<file path="src/rtl/skip_monitor.sv">
// skip_monitor: counts synchronized SCLK rises per B0 revolution and checks each count against EXP.
// Latency: pin edge to detection is SYNC+1 iCLK cycles; COUNT/VALID/MATCH/LOCK/ERR update at the closing edge.
// Backpressure: none; VALID is a one-cycle strobe with no ready, each revolution overwrites the last result.
//
// Ports: iCLK clock, RST synchronous active-high reset, SCLK/B0 asynchronous ring inputs, EXP expected
// pulses per revolution (sampled at close), CLR clears ERR/LOCK/streak. COUNT/VALID carry the result of the
// last closed revolution; MATCH, LOCK, ERR (sticky) and LOST report pattern health.
module skip_monitor #(
    parameter int unsigned CW    = 8,
    parameter int unsigned SYNC  = 2,
    parameter int unsigned LOCKN = 4,
    parameter int unsigned TOW   = 32,
    parameter int unsigned TMO   = 32'h8000_0000
) (
    input  logic          iCLK,
    input  logic          RST,
    input  logic          SCLK,
    input  logic          B0,
    input  logic [CW-1:0] EXP,
    input  logic          CLR,
    output logic [CW-1:0] COUNT,
    output logic          VALID,
    output logic          MATCH,
    output logic          LOCK,
    output logic          ERR,
    output logic          LOST
);

    localparam int unsigned    SW         = $clog2(LOCKN + 1);
    localparam logic [SW-1:0]  STREAK_MAX = SW'(LOCKN);
    localparam logic [CW-1:0]  CNT_MAX    = '1;
    // Comparing against TMO-1 lets LOST assert on the TMO-th cycle after the last B0 rise.
    localparam logic [TOW-1:0] TMO_LAST   = TOW'(TMO - 32'd1);

    typedef enum logic [1:0] {
        ST_IDLE  = 2'd0,
        ST_COUNT = 2'd1,
        ST_LOST  = 2'd2
    } state_t;

    state_t         state_q, state_d;
    logic [SYNC-1:0] sclk_sync_q, b0_sync_q;
    logic            sclk_prev_q, b0_prev_q;
    logic [CW-1:0]   cnt_q, cnt_d;
    logic            ovf_q, ovf_d;
    logic [TOW-1:0]  tmo_q, tmo_d;
    logic [SW-1:0]   streak_q, streak_d;
    logic [CW-1:0]   count_q, count_d;
    logic            valid_q, valid_d;
    logic            match_q, match_d;
    logic            lock_q, lock_d;
    logic            err_q, err_d;
    logic            lost_q, lost_d;

    logic            rise_s, rise_b0, win_hit;
    logic [CW-1:0]   cnt_start;

    // Both inputs see identical sync + edge-register depth, so their relative alignment is preserved.
    assign rise_s  = sclk_sync_q[SYNC-1] & ~sclk_prev_q;
    assign rise_b0 = b0_sync_q[SYNC-1] & ~b0_prev_q;

    // An SCLK rise coincident with a B0 rise belongs to the window that B0 opens.
    assign cnt_start = {{(CW-1){1'b0}}, rise_s};

    always_ff @(posedge iCLK) begin
        if (RST) begin
            state_q     <= ST_IDLE;
            sclk_sync_q <= '0;
            b0_sync_q   <= '0;
            sclk_prev_q <= 1'b0;
            b0_prev_q   <= 1'b0;
            cnt_q       <= '0;
            ovf_q       <= 1'b0;
            tmo_q       <= '0;
            streak_q    <= '0;
            count_q     <= '0;
            valid_q     <= 1'b0;
            match_q     <= 1'b0;
            lock_q      <= 1'b0;
            err_q       <= 1'b0;
            lost_q      <= 1'b0;
        end else begin
            state_q     <= state_d;
            sclk_sync_q <= {sclk_sync_q[SYNC-2:0], SCLK};
            b0_sync_q   <= {b0_sync_q[SYNC-2:0], B0};
            sclk_prev_q <= sclk_sync_q[SYNC-1];
            b0_prev_q   <= b0_sync_q[SYNC-1];
            cnt_q       <= cnt_d;
            ovf_q       <= ovf_d;
            tmo_q       <= tmo_d;
            streak_q    <= streak_d;
            count_q     <= count_d;
            valid_q     <= valid_d;
            match_q     <= match_d;
            lock_q      <= lock_d;
            err_q       <= err_d;
            lost_q      <= lost_d;
        end
    end

    always_comb begin
        state_d = state_q;
        case (state_q)
            ST_IDLE:  if (rise_b0) state_d = ST_COUNT;
            ST_COUNT: if (!rise_b0 && (tmo_q == TMO_LAST)) state_d = ST_LOST;
            ST_LOST:  if (rise_b0) state_d = ST_COUNT;
            default:  state_d = ST_IDLE;
        endcase
    end

    always_comb begin
        cnt_d    = cnt_q;
        ovf_d    = ovf_q;
        tmo_d    = tmo_q;
        streak_d = streak_q;
        count_d  = count_q;
        valid_d  = 1'b0;
        match_d  = match_q;
        lock_d   = lock_q;
        err_d    = err_q;
        lost_d   = lost_q;
        win_hit  = 1'b0;

        // CLR is applied first so that an error event in the same cycle overrides it.
        if (CLR) begin
            err_d    = 1'b0;
            lock_d   = 1'b0;
            streak_d = '0;
        end

        case (state_q)
            ST_IDLE, ST_LOST: begin
                // Opening edge only: starts a window but reports nothing.
                if (rise_b0) begin
                    cnt_d  = cnt_start;
                    ovf_d  = 1'b0;
                    tmo_d  = '0;
                    lost_d = 1'b0;
                end
            end
            ST_COUNT: begin
                if (rise_b0) begin
                    win_hit = (cnt_q == EXP) && !ovf_q;
                    count_d = cnt_q;
                    valid_d = 1'b1;
                    match_d = win_hit;
                    if (win_hit) begin
                        if (streak_d != STREAK_MAX) streak_d = streak_d + SW'(1);
                        lock_d = (streak_d == STREAK_MAX);
                    end else begin
                        streak_d = '0;
                        lock_d   = 1'b0;
                        err_d    = 1'b1;
                    end
                    cnt_d = cnt_start;
                    ovf_d = 1'b0;
                    tmo_d = '0;
                end else begin
                    if (rise_s) begin
                        if (cnt_q == CNT_MAX) ovf_d = 1'b1;
                        else                  cnt_d = cnt_q + CW'(1);
                    end
                    if (tmo_q == TMO_LAST) begin
                        lost_d   = 1'b1;
                        err_d    = 1'b1;
                        lock_d   = 1'b0;
                        streak_d = '0;
                        match_d  = 1'b0;
                    end else begin
                        tmo_d = tmo_q + TOW'(1);
                    end
                end
            end
            default: ;
        endcase
    end

    assign COUNT = count_q;
    assign VALID = valid_q;
    assign MATCH = match_q;
    assign LOCK  = lock_q;
    assign ERR   = err_q;
    assign LOST  = lost_q;

endmodule

</file>
<file path="config.mk">
export PLATFORM = sky130hd
export DESIGN_NAME = skip_monitor
export DESIGN_NICKNAME = d
export VERILOG_FILES = /design/src/rtl/skip_monitor.sv
export SDC_FILE = /design/constraint.sdc
export NUM_CORES = 1
export LEC_CHECK = 0
export ABC_AREA = 1
export CAP_MARGIN = 25
export CORE_MARGIN = 2
export CORE_UTILIZATION = 55
export CTS_BUF_LIST = sky130_fd_sc_hd__clkbuf_2 sky130_fd_sc_hd__clkbuf_4 sky130_fd_sc_hd__clkbuf_8
export DETAILED_ROUTE_END_ITERATION = 10
export GPL_TIMING_DRIVEN = 0
export PLACE_DENSITY = 0.78
export REMOVE_ABC_BUFFERS = 1
export SYNTH_ARGS = -nofsm -noshare
export SYNTH_HDL_FRONTEND = slang
export SYNTH_SLANG_ARGS = --single-unit
</file>
<file path="constraint.sdc">
create_clock -name iCLK -period 1.95 [get_ports iCLK]
set_clock_uncertainty 0.15 [all_clocks]
set_input_delay 0.39 -clock iCLK [delete_from_list [all_inputs] [get_ports iCLK]]
set_output_delay 0.39 -clock iCLK [all_outputs]
set_load 0.05 [all_outputs]
</file>
==> results.md, run 1 <==
- Status: finished, final reports clean
- H-tree levels: 3
- Hold Crit Class: reg2reg
- Routed WL: between 10000 and 15000 µm
- Crit path DAT: around 2000 ps
- Syn Inst Count: between 600 and 700
- Fin nets: roughly 700
- Root buffer cell: clkbuf_8
- Leakage: about 2.0 nW
- Share of cells above drive strength 1: 0.172
- Share of the yosys chip area belonging to registers: 0.334
- DIE WIDTH: between 80 and 90 µm
- Final min period: between 1500 and 2000 ps
- TritonCTS Buffers: 9
- Vias in the first global route: about 3600
- Flops & latches, synth: between 60 and 70
- Global-route wire length before repair: between 15000 and 20000 µm
- Final setup vio count: 0
- Full die area: about 7800 µm²
- Initial antenna violation count: 0
- Vias per Instance: between 5 and 6
- Top post-synthesis cells by area: dfxtp_1, nand2_1, nor2_1
- Largest net degree at the start of global routing: 26
- Worst-skew pair later-pin latency: around 360 ps
- Yosys warning count: 0
- Final GP Congestion: roughly 0.95
- DP Wirelength: 6900 µm
- Unique masters post-synth: 37
- Clk pin slew, worst setup/hold paths: ~80 ps
- Via count: between 4000 and 5000
- Die height: roughly 88 µm
- CTS tree: built
- Max IR drop VDD: about 570 µV
- Fill cells: about 600
- Iteration-0 DRC Markers: roughly 420
- I/O Pins: 26
- Slew Limit Headroom: 0.673
- Std-Cell Rows: 30
- Sink Count: 65
- Buffers on Ports: 25
- Max Freq: around 530 MHz
- Ys async rst share: 0
- Total grt overflow: 0
- Power density over the cells: about 610 nW/µm²
- Antenna viol nets, final: 0
- Setup crit end kind: flip-flop
- EDFF count, synth: 0
- Synth area leader: dfxtp_1
- Area growth from synthesis to layout: 23.1%
- Core area: 6830 µm²
- Fin. Hold Viols: 0
- Setup TNS Final: 0 ps
- Worst slew pin tran: roughly 490 ps
- Tcrit/Tclk final: 0.968
- Area of the multi-input gates: 2360 µm²
- WP data required: between 2000 and 2500 ps
- Register area: 1330 µm²
- RSZ-0062 raised after global routing: yes
- Drt first pass iters: 5
- Top cells by count, synth: nand2_1, nor2_1, inv_1
- Top-count cell post-synth: nand2_1
- Post-synth top area share: 0.334
- GRT Util Overall: 0.276
- Clk buf depth: 2
- Fin. max-slew vios: 0
- Ys flop type: dfxtp_1
- WL per Instance: roughly 14 µm
- Post-layout util: 0.703
- Critical Path Source Type: flip-flop
- DR DRC count: 0
- Avg Cell Area, Syn: about 6.2 µm²
- Max Cap Viol: 0
- Crit Path Class: reg2reg
- Starting density of the core: 0.571
- Cell Area, Synth: about 4000 µm²
- Number of diodes: 0
- Crit Path Max Fanout: 10
[layout make-up]
type / count / area share
Sequential cell: 65 / 0.277
Tap cell: 96 / 0.0250
Clock inverter: 7 / 0.0208
Inverter: 88 / 0.0727
Timing Repair Buffer: 41 / 0.0865
Clock buffer: 9 / 0.0258
Multi-Input combinational cell: 458 / 0.492
[metrics by stage]
| step | hold WS (ps) | power, mW | std cells | setup slack [ps] | area (µm²) |
|---|---|---|---|---|---|
| detailed placement | 245 | 1.59 | 732 | -1340 | 4210 |
| floorplan | 238 | 1.50 | 610 | -61.1 | 3810 |
| global placement | 241 | 1.58 | 731 | -2120 | 4180 |
| global route | 279 | 3.03 | 764 | -20.3 | 4800 |
| CTS | 256 | 2.93 | 755 | 24.0 | 4590 |
| finish | 253 | 2.95 | 764 | 61.5 | 4800 |
[worst paths after layout]
check                  from              to  slack (ps)  cells after the start
max               tmo_q[15]       tmo_q[12]          60                      9
min          sclk_sync_q[0]  sclk_sync_q[1]         250                      2
max reg2reg       tmo_q[15]       tmo_q[12]          60                      9
min reg2reg  sclk_sync_q[0]  sclk_sync_q[1]         250                      2
[state kept, by name, summed over array words and instances (netlist names)]
| signal | count |
|---|---|
| sclk_prev_q | 1 |
| state_q | 2 |
| b0_prev_q | 1 |
| LOCK | 1 |
| ERR | 1 |
| sclk_sync_q | 2 |
| cnt_q | 8 |
| MATCH | 1 |
| LOST | 1 |
| ovf_q | 1 |
| VALID | 1 |
| streak_q | 3 |
| COUNT | 8 |
| b0_sync_q | 2 |
| tmo_q | 32 |
[logic make-up (layout without fill, tap and decap cells)]
family,count (synthesis),after routing,share of synthesized area
simple gates,384,385,0.443
buf+inv,103,145,0.108
flops,65,65,0.334
compound gates,63,63,0.0895
xor+xnor,6,6,0.0135
fa+ha+maj,4,4,0.0128
[layout by cell type, fill, tap and decap left out, types with 3 or more instances in the layout]
master	instances
clkinv_4	3
buf_12	3
dfxtp_2	13
nand3_1	54
o21ai_0	24
clkdlybuf4s50_1	10
dfxtp_1	49
nor3_1	5
nor2_4	10
dfxtp_4	3
nand2_4	5
inv_6	4
nand3b_1	3
inv_1	82
buf_4	12
or2_2	8
a21oi_1	29
nor2_1	76
nand2_2	11
a21oi_2	4
nand4_1	25
nand2_1	166
xnor2_1	5
nor2_2	9
dlygate4sd2_1	13
nand3_2	4
clkbuf_8	9
[routing by layer]
metal / wire [µm] / up-vias / GRT usage / part of all wire
met2: 5090 / 152 / 0.442 / 0.47
met3: 694 / 27 / 0.0541 / 0.064
met4: 307 / 0 / 0.106 / 0.028
li1: - / 2073 / - / -
met5: 0 / - / 0 / 0
met1: 4730 / 1952 / 0.367 / 0.44
[worst max-delay path, stage by stage, from the launching register on]
cell     delay (ps)
dfxtp_1         390
nand2_1         130
nor2_2          220
nand2_2         130
nor2_8          170
nand3_4         140
nand2_8         140
buf_12          140
nand2_1          50
a21oi_1         150
[power breakdown]
part	leakage [nW]	switching, mW	internal [mW]	total [mW]
Combinational	1.34	0.166	0.104	0.270
Sequential	0.534	0.0109	1.34	1.35
Clock	0.115	0.596	0.733	1.33
[repair_timing]
action / CTS / global route
setup endpoints to repair: 72 / 45
resized for setup: 41 / 46
setup buffers: 7 / 8
pin swaps: 2 / 8
hold buffers: 0 / 0
cloned: 0 / 1
Note: power is estimated with default switching activity, not from simulation.
==> run 2: changes to the inputs <==
- PLACE_DENSITY: 0.78 -> 0.81
- REMOVE_ABC_BUFFERS: 1 -> unset
==> run 2 against run 1 <==
  * Utilization is 0.57 points lower
  * Power is 5.7% lower
  * Final area is 0.81% lower
  * Register-to-register slack hardly changed
  * Maximum frequency is 0.20% lower
  * Combinational power is 4% lower
  * Clock power is 11% lower
  * Count of clock-buffer cells in the layout stayed put
==> results.md, run 2 (synthesis gave the netlist of run 1 again) <==
- Largest net degree at the start of global routing: 13 (-50%)
- Final GP Congestion: 0.947 (about the same)
- Max Freq: 528 MHz (-0.20%)
- Fill cells: 610 (+0.83%)
- Final min period: 1890 ps (+3.81 ps)
- Commonest non-fill, non-tap cell in the layout: nand2_1
- Crit Path Max Fanout: 5 (-5)
- Worst slew pin tran: 607 ps (+113 ps)
- CTS tree: built
- Die height: 88.2 µm (unchanged)
- Top Layer Used: met4
- Iteration-0 DRC Markers: 309 (-27%)
- Crit Path Class: reg2reg
- Buffers on Ports: 25 (unchanged)
- Max reg flops: 32 (unchanged)
- DP Worst Slack: -268 ps (+1080 ps)
- Clock network power share: 0.423 (-0.028)
- Starting density of the core: 0.571 (unchanged)
- Share of cells above drive strength 1: 0.175 (+0.00259)
- DR DRC count: 0 (unchanged)
- Final Cell Area: 4760 µm² (-0.81%)
- Tcrit/Tclk final: 0.970 (+0.00195)
- Logic pwr share: 0.093 (about the same)
- Switching portion of total power: 0.273 (+0.0108)
- Mapped Nets: about 640
- Clk pin slew, worst setup/hold paths: 80 ps (about the same)
- GRT Util Overall: 0.293 (+0.0170)
- Number of diodes: 0 (unchanged)
- Internal power: 2.02 mW (-7.1%)
- Slew Limit Headroom: 0.596 (-0.0770)
- Final Non-Filler Cells: 777 (+1.7%)
- Reg2reg setup slack: 60 ps (about the same)
- TritonCTS Buffers: 9 (unchanged)
- WP data required: 2020 ps (-60 ps)
- Post-layout util: 0.697 (-0.00568)
- Std-Cell Rows: 30 (unchanged)
- Max Cap Viol: 0 (unchanged)
- Crit path DAT: 1960 ps (-60 ps)
- Fin. Hold Viols: 0 (unchanged)
- Power density over the cells: 584 nW/µm² (-4.9%)
- Total grt overflow: 0 (unchanged)
- DIE WIDTH: 88.2 µm (unchanged)
- Setup TNS Final: 0 ps (unchanged)
- I/O Pins: 26 (unchanged)
- Initial antenna violation count: 0 (unchanged)
- Hold WS: 256 ps (+2.81 ps)
- Met2 Routed Length: 5410 µm (+6.3%)
- Worst-skew pair later-pin latency: 360 ps (about the same)
- Hold Crit Class: reg2reg
- Clk buf depth: 2 (unchanged)
- Post-Place Cells: 746 (+1.9%)
- Status: finished, final reports clean
- Via count: 4241 (+0.88%)
- Global-route wire length before repair: 17800 µm (+6.0%)
- Setup ws final: 57.7 ps (-3.81 ps)
- Total power: 2.78 mW (-5.7%)
- Vias per Instance: 5.46 (-0.81%)
- Sequential Power Share: 0.485 (+0.028)
- Vias in the first global route: 3914 (+7.6%)
- Placed cell area: 4270 µm² (+1.5%)
- WL per Instance: 14.4 µm (+1.7%)
- Setup crit end kind: flip-flop
- H-tree levels: 3 (unchanged)
- Met1 Routed Length: 4660 µm (-1.4%)
- Root buffer cell: clkbuf_8
- Leakage: 1.97 nW (-0.83%)
- Top reg by flops: tmo_q
- Most frequent cells in the layout: nand2_1, inv_1, nor2_1
- NetSw: 0.759 mW (-1.8%)
- Core area: 6830 µm² (unchanged)
- Fin nets: 693 (+1.9%)
- Sink Count: 65 (unchanged)
- DP Wirelength: 7680 µm (+11%)
- Full die area: 7780 µm² (unchanged)
- Routed met3 length: 621 µm (-11%)
- Max IR drop VDD: 369 µV (-35%)
- Area growth from synthesis to layout: 22.1%
- Routed WL: 11200 µm (+3.4%)
- Antenna viol nets, final: 0 (unchanged)
- Drt first pass iters: 5 (unchanged)
- Critical Path Source Type: flip-flop
- Final setup vio count: 0 (unchanged)
- Fin. max-slew vios: 0 (unchanged)
==> run 2: cell count changes in the layout (fill, tap and decap cells not counted), moves of 3 or more <==
| cell | before | now |
|---|---|---|
| dfxtp_2 | 13 | 17 |
| nor2_1 | 76 | 79 |
| clkbuf_1 | 0 | 5 |
| nor2_2 | 9 | 6 |
| buf_2 | 0 | 3 |
| inv_6 | 4 | 1 |
| dfxtp_1 | 49 | 44 |
==> run 2: path summary, 6_finish.rpt <==
path	start	to	cells past startpoint
worst max-delay path	cnt_q[1]	cnt_q[4]	10
worst min-delay path	b0_sync_q[0]	b0_sync_q[1]	2
worst max register to register	cnt_q[1]	cnt_q[4]	10
worst min register to register	b0_sync_q[0]	b0_sync_q[1]	2
==> run 2: routing by layer <==
layer	global-route usage	up-vias
met5	0	-
met4	0.146	0
met3	0.0550	45
met2	0.501	166
met1	0.351	1932
li1	-	2098
==> run 2: power groups by stage <==
stage / Combinational, mW / Sequential, mW / Clock (mW)
floorplan: 0.138 / 1.39 / 0
global placement: 0.223 / 1.38 / 0
detailed placement: 0.228 / 1.38 / 0
CTS: 0.232 / 1.35 / 1.18
global route: 0.280 / 1.35 / 1.25
finish: 0.258 / 1.35 / 1.18
==> run 2: critical path, cell delays in order (launching register included) <==
cell and delay, ps:
dfxtp_4 390, ha_2 200, nand2_2 100, nor3_4 240, nand3_2 110, inv_1 90
nand2_1 110, nand2_2 170, inv_2 80, nand2_1 70, a21oi_1 60
==> run 2: area by class of cell <==
cell class / instances / area, µm² / area share
multi-input combinational: 458 / 2320 / 0.486
clock buffer: 9 / 124 / 0.0260
tap: 96 / 120 / 0.0252
sequential: 65 / 1340 / 0.281
inverter: 88 / 340 / 0.0714
clock inverter: 7 / 70.1 / 0.0147
buffer: 15 / 100 / 0.0210
timing repair buffer: 39 / 354 / 0.0743
==> run 2: repair_timing <==
action,CTS,global route
hold buffers,0,0
buffers inserted,4,10
pin swaps,2,9
setup endpoints to repair,58,46
resized for setup,26,54
gates cloned,1,0
==> run 3: changes to the inputs <==
--- a/config.mk
+++ b/config.mk
@@ -10,3 +10,3 @@
 export CORE_MARGIN = 2
-export CORE_UTILIZATION = 55
+export CORE_UTILIZATION = 65
 export CTS_BUF_LIST = sky130_fd_sc_hd__clkbuf_2 sky130_fd_sc_hd__clkbuf_4 sky130_fd_sc_hd__clkbuf_8
@@ -14,3 +14,3 @@
 export GPL_TIMING_DRIVEN = 0
-export PLACE_DENSITY = 0.81
+export PLACE_DENSITY = 0.9
 export SYNTH_ARGS = -nofsm -noshare
==> constraint.sdc (replaced) <==
create_clock -name iCLK -period 2.4 [get_ports iCLK]
set_clock_uncertainty 0.15 [all_clocks]
set_input_delay 0.72 -clock iCLK [delete_from_list [all_inputs] [get_ports iCLK]]
set_output_delay 0.72 -clock iCLK [all_outputs]
set_load 0.05 [all_outputs]
==> run 3 against run 2 <==
  * Worst setup slack lost 28 ps
  * Power fell by 15%
  * Via count about the same
  * Hold slack hardly changed
  * Largest cell class unchanged
  * Critical path type is now reg2out
  * Critical endpoint is now COUNT[2]
  * Register-to-register slack hardly changed
==> results.md, run 3 (synthesis gave the netlist of run 1 again) <==
- Power density over the cells: 527 nW/µm² (-9.8%)
- NetSw: 0.615 mW (-19%)
- Crit path DAT: 1500 ps (-460 ps)
- Fin. max-slew vios: 0 (unchanged)
- Tcrit/Tclk final: 0.988
- Fill cells: 453 (-26%)
- Final min period: between 2000 and 2500 ps
- TritonCTS Buffers: 9 (unchanged)
- Status: finished, final reports clean
- R2R Path End: cnt_q[0]
- Global-route wire length before repair: 17500 µm (-1.4%)
- Total power: 2.36 mW (-15%)
- Final setup vio count: 0 (unchanged)
- CTS tree: built
- DIE WIDTH: 81.5 µm (-7.7%)
- Mapped Nets: 642 (unchanged)
- Reg2reg setup slack: 70 ps (about the same)
- Fin. Hold Viols: 0 (unchanged)
- DP Worst Slack: -181 ps (+86.9 ps)
- Iteration-0 DRC Markers: 418 (+35%)
- Critical path's slowest cell: clkdlybuf4s50_1
- RSZ-0062 raised after global routing: no
- Die height: 81.5 µm (-7.7%)
- Crit path buffers/inverters: 1 (-1)
- Largest delay share family, worst path: buffers and inverters
- Core area: 5850 µm² (-14%)
- Reg-to-reg critical path startpoint: cnt_q[1]
- Worst Hold Launch: b0_sync_q[0]
- GRT Util Overall: 0.345 (+0.0524)
- Area growth from synthesis to layout: 15.0%
- Max reg flops: 32 (unchanged)
- Sink Count: 65 (unchanged)
- Vias in the first global route: 3795 (-3.0%)
- Resize count post-CTS: 0 (-100%)
- Initial antenna violation count: 0 (unchanged)
- Worst slew pin tran: 618 ps (+11.7 ps)
- Routed WL: 10900 µm (-2.9%)
- Fin nets: 678 (-2.2%)
- Antenna viol nets, final: 0 (unchanged)
- Max Cap Viol: 0 (unchanged)
- Clk pin slew, worst setup/hold paths: 80 ps (about the same)
- Largest stage delay on the critical path: 810 ps (+420 ps)
- Max Freq: between 400 and 500 MHz
- Internal power: 1.75 mW (-13%)
- Number of diodes: 0 (unchanged)
- Starting density of the core: 0.667 (+0.0957)
- Commonest non-fill, non-tap cell in the layout: nand2_1
- Crit Path Max Fanout: 2 (-3)
- Crit Path Class: reg2out
- I/O Pins: 26 (unchanged)
- Share of cells above drive strength 1: 0.0901 (-0.0847)
- Max IR drop VDD: 426 µV (+15%)
- Hold Crit Class: reg2reg
- Setup crit end kind: output port
- Critical Path Source Type: flip-flop
- Final GP Congestion: 1.01 (+7.1%)
- Buffers on Ports: 25 (unchanged)
- Switching portion of total power: 0.260 (-0.0129)
- Logic pwr share: 0.082 (-0.011)
- DR DRC count: 0 (unchanged)
- Hold Crit Endpoint: b0_sync_q[1]
- Via count: 4242 (+0.024%)
- Setup ws final: 29.9 ps (-27.7 ps)
- Top reg by flops: tmo_q
- Full die area: 6640 µm² (-15%)
- Hold depth: 2 (unchanged)
- Cell count of the worst reg-to-reg path: 10 (unchanged)
- Vias per Instance: 5.72 (+4.9%)
- Worst-skew pair later-pin latency: 360 ps (about the same)
- Sequential Power Share: 0.464 (-0.021)
- Setup bufs post-CTS: 0 (-4)
- CP Cell Sequence: clkdlybuf4s50_1
- Largest net degree at the start of global routing: 14 (+1)
- Most frequent cells in the layout: nand2_1, nor2_1, inv_1
- Total grt overflow: 0 (unchanged)
- Slew Limit Headroom: 0.588 (-0.00780)
- Hold_buf cts: 0 (unchanged)
- Root buffer cell: clkbuf_8
- Leakage: 1.88 nW (-4.4%)
- Setup TNS Final: 0 ps (unchanged)
- H-tree levels: 3 (unchanged)
- Post-layout util: 0.767 (+0.0699)
- Drt first pass iters: 7 (+2)
- Clock network power share: 0.454 (+0.031)
- WP data required: 1530 ps (-490 ps)
- DP Wirelength: 7540 µm (-1.8%)
- Std-Cell Rows: 28 (-6.7%)
- WL per Instance: 14.7 µm (+1.8%)
- Clk buf depth: 2 (unchanged)
run 3: changes by cell type in the layout (fill, tap and decap cells not counted), moves of 3 or more:
cell	change
dfxtp_4	-4
nand2_4	-3
dfxtp_2	-17
clkinv_2	-3
nand2_2	-5
dlymetal6s2s_1	+4
clkinv_1	+3
buf_4	-12
dlygate4sd2_1	-13
nand2_1	+7
nor2_4	-8
clkdlybuf4s50_1	+9
dfxtp_1	+21
nor2_1	+8
run 3: power groups by stage:
stage,Combinational [mW],Clock [mW],Sequential [mW]
floorplan,0.112,0,1.13
global placement,0.181,0,1.12
detailed placement,0.185,0,1.12
CTS,0.188,1.08,1.10
global route,0.209,1.13,1.10
finish,0.194,1.07,1.10
run 3: layout make-up:
type,instances,area [µm²],share of cell area
inverter,88,330,0.0736
clock buffer,9,124,0.0276
sequential,65,1300,0.290
tap,75,93.8,0.0209
buffer,15,91.3,0.0204
multi-input combinational,457,2180,0.486
timing repair buffer,25,263,0.0585
clock inverter,7,103,0.0229
run 3: per-layer routing:
layer	up-vias	share of wire	GRT usage
li1	2070	-	-
met3	36	0.087	0.0648
met4	0	0.029	0.151
met1	1911	0.42	0.419
met2	225	0.47	0.593
met5	-	0	0
run 3: worst register-to-register path: stages, from the launching register on:
cell and delay, ps:
dfxtp_1 430, ha_1 210, nand2_1 110, nor3_1 410, nand3_1 180, inv_1 110
nand2_1 90, nand2_1 230, inv_2 110, nor2_1 130, nor2_1 70
run 3: how the worst max path moves through the flow:
| stage | startpoint | endpoint | cells after the start |
|---|---|---|---|
| floorplan | CLR | LOCK | 7 |
| global placement | CLR | LOCK | 8 |
| detailed placement | CLR | LOCK | 8 |
| CTS | LOCK | LOCK | 1 |
| global route | ERR | ERR | 1 |
| finish | COUNT[2] | COUNT[2] | 1 |
run 3: metrics by stage:
step                std cells  area (µm²)  hold WS (ps)
floorplan                 625        3900           238
global placement          725        4250           241
detailed placement        725        4250           249
CTS                       741        4470           257
global route              741        4490           286
finish                    741        4490           255
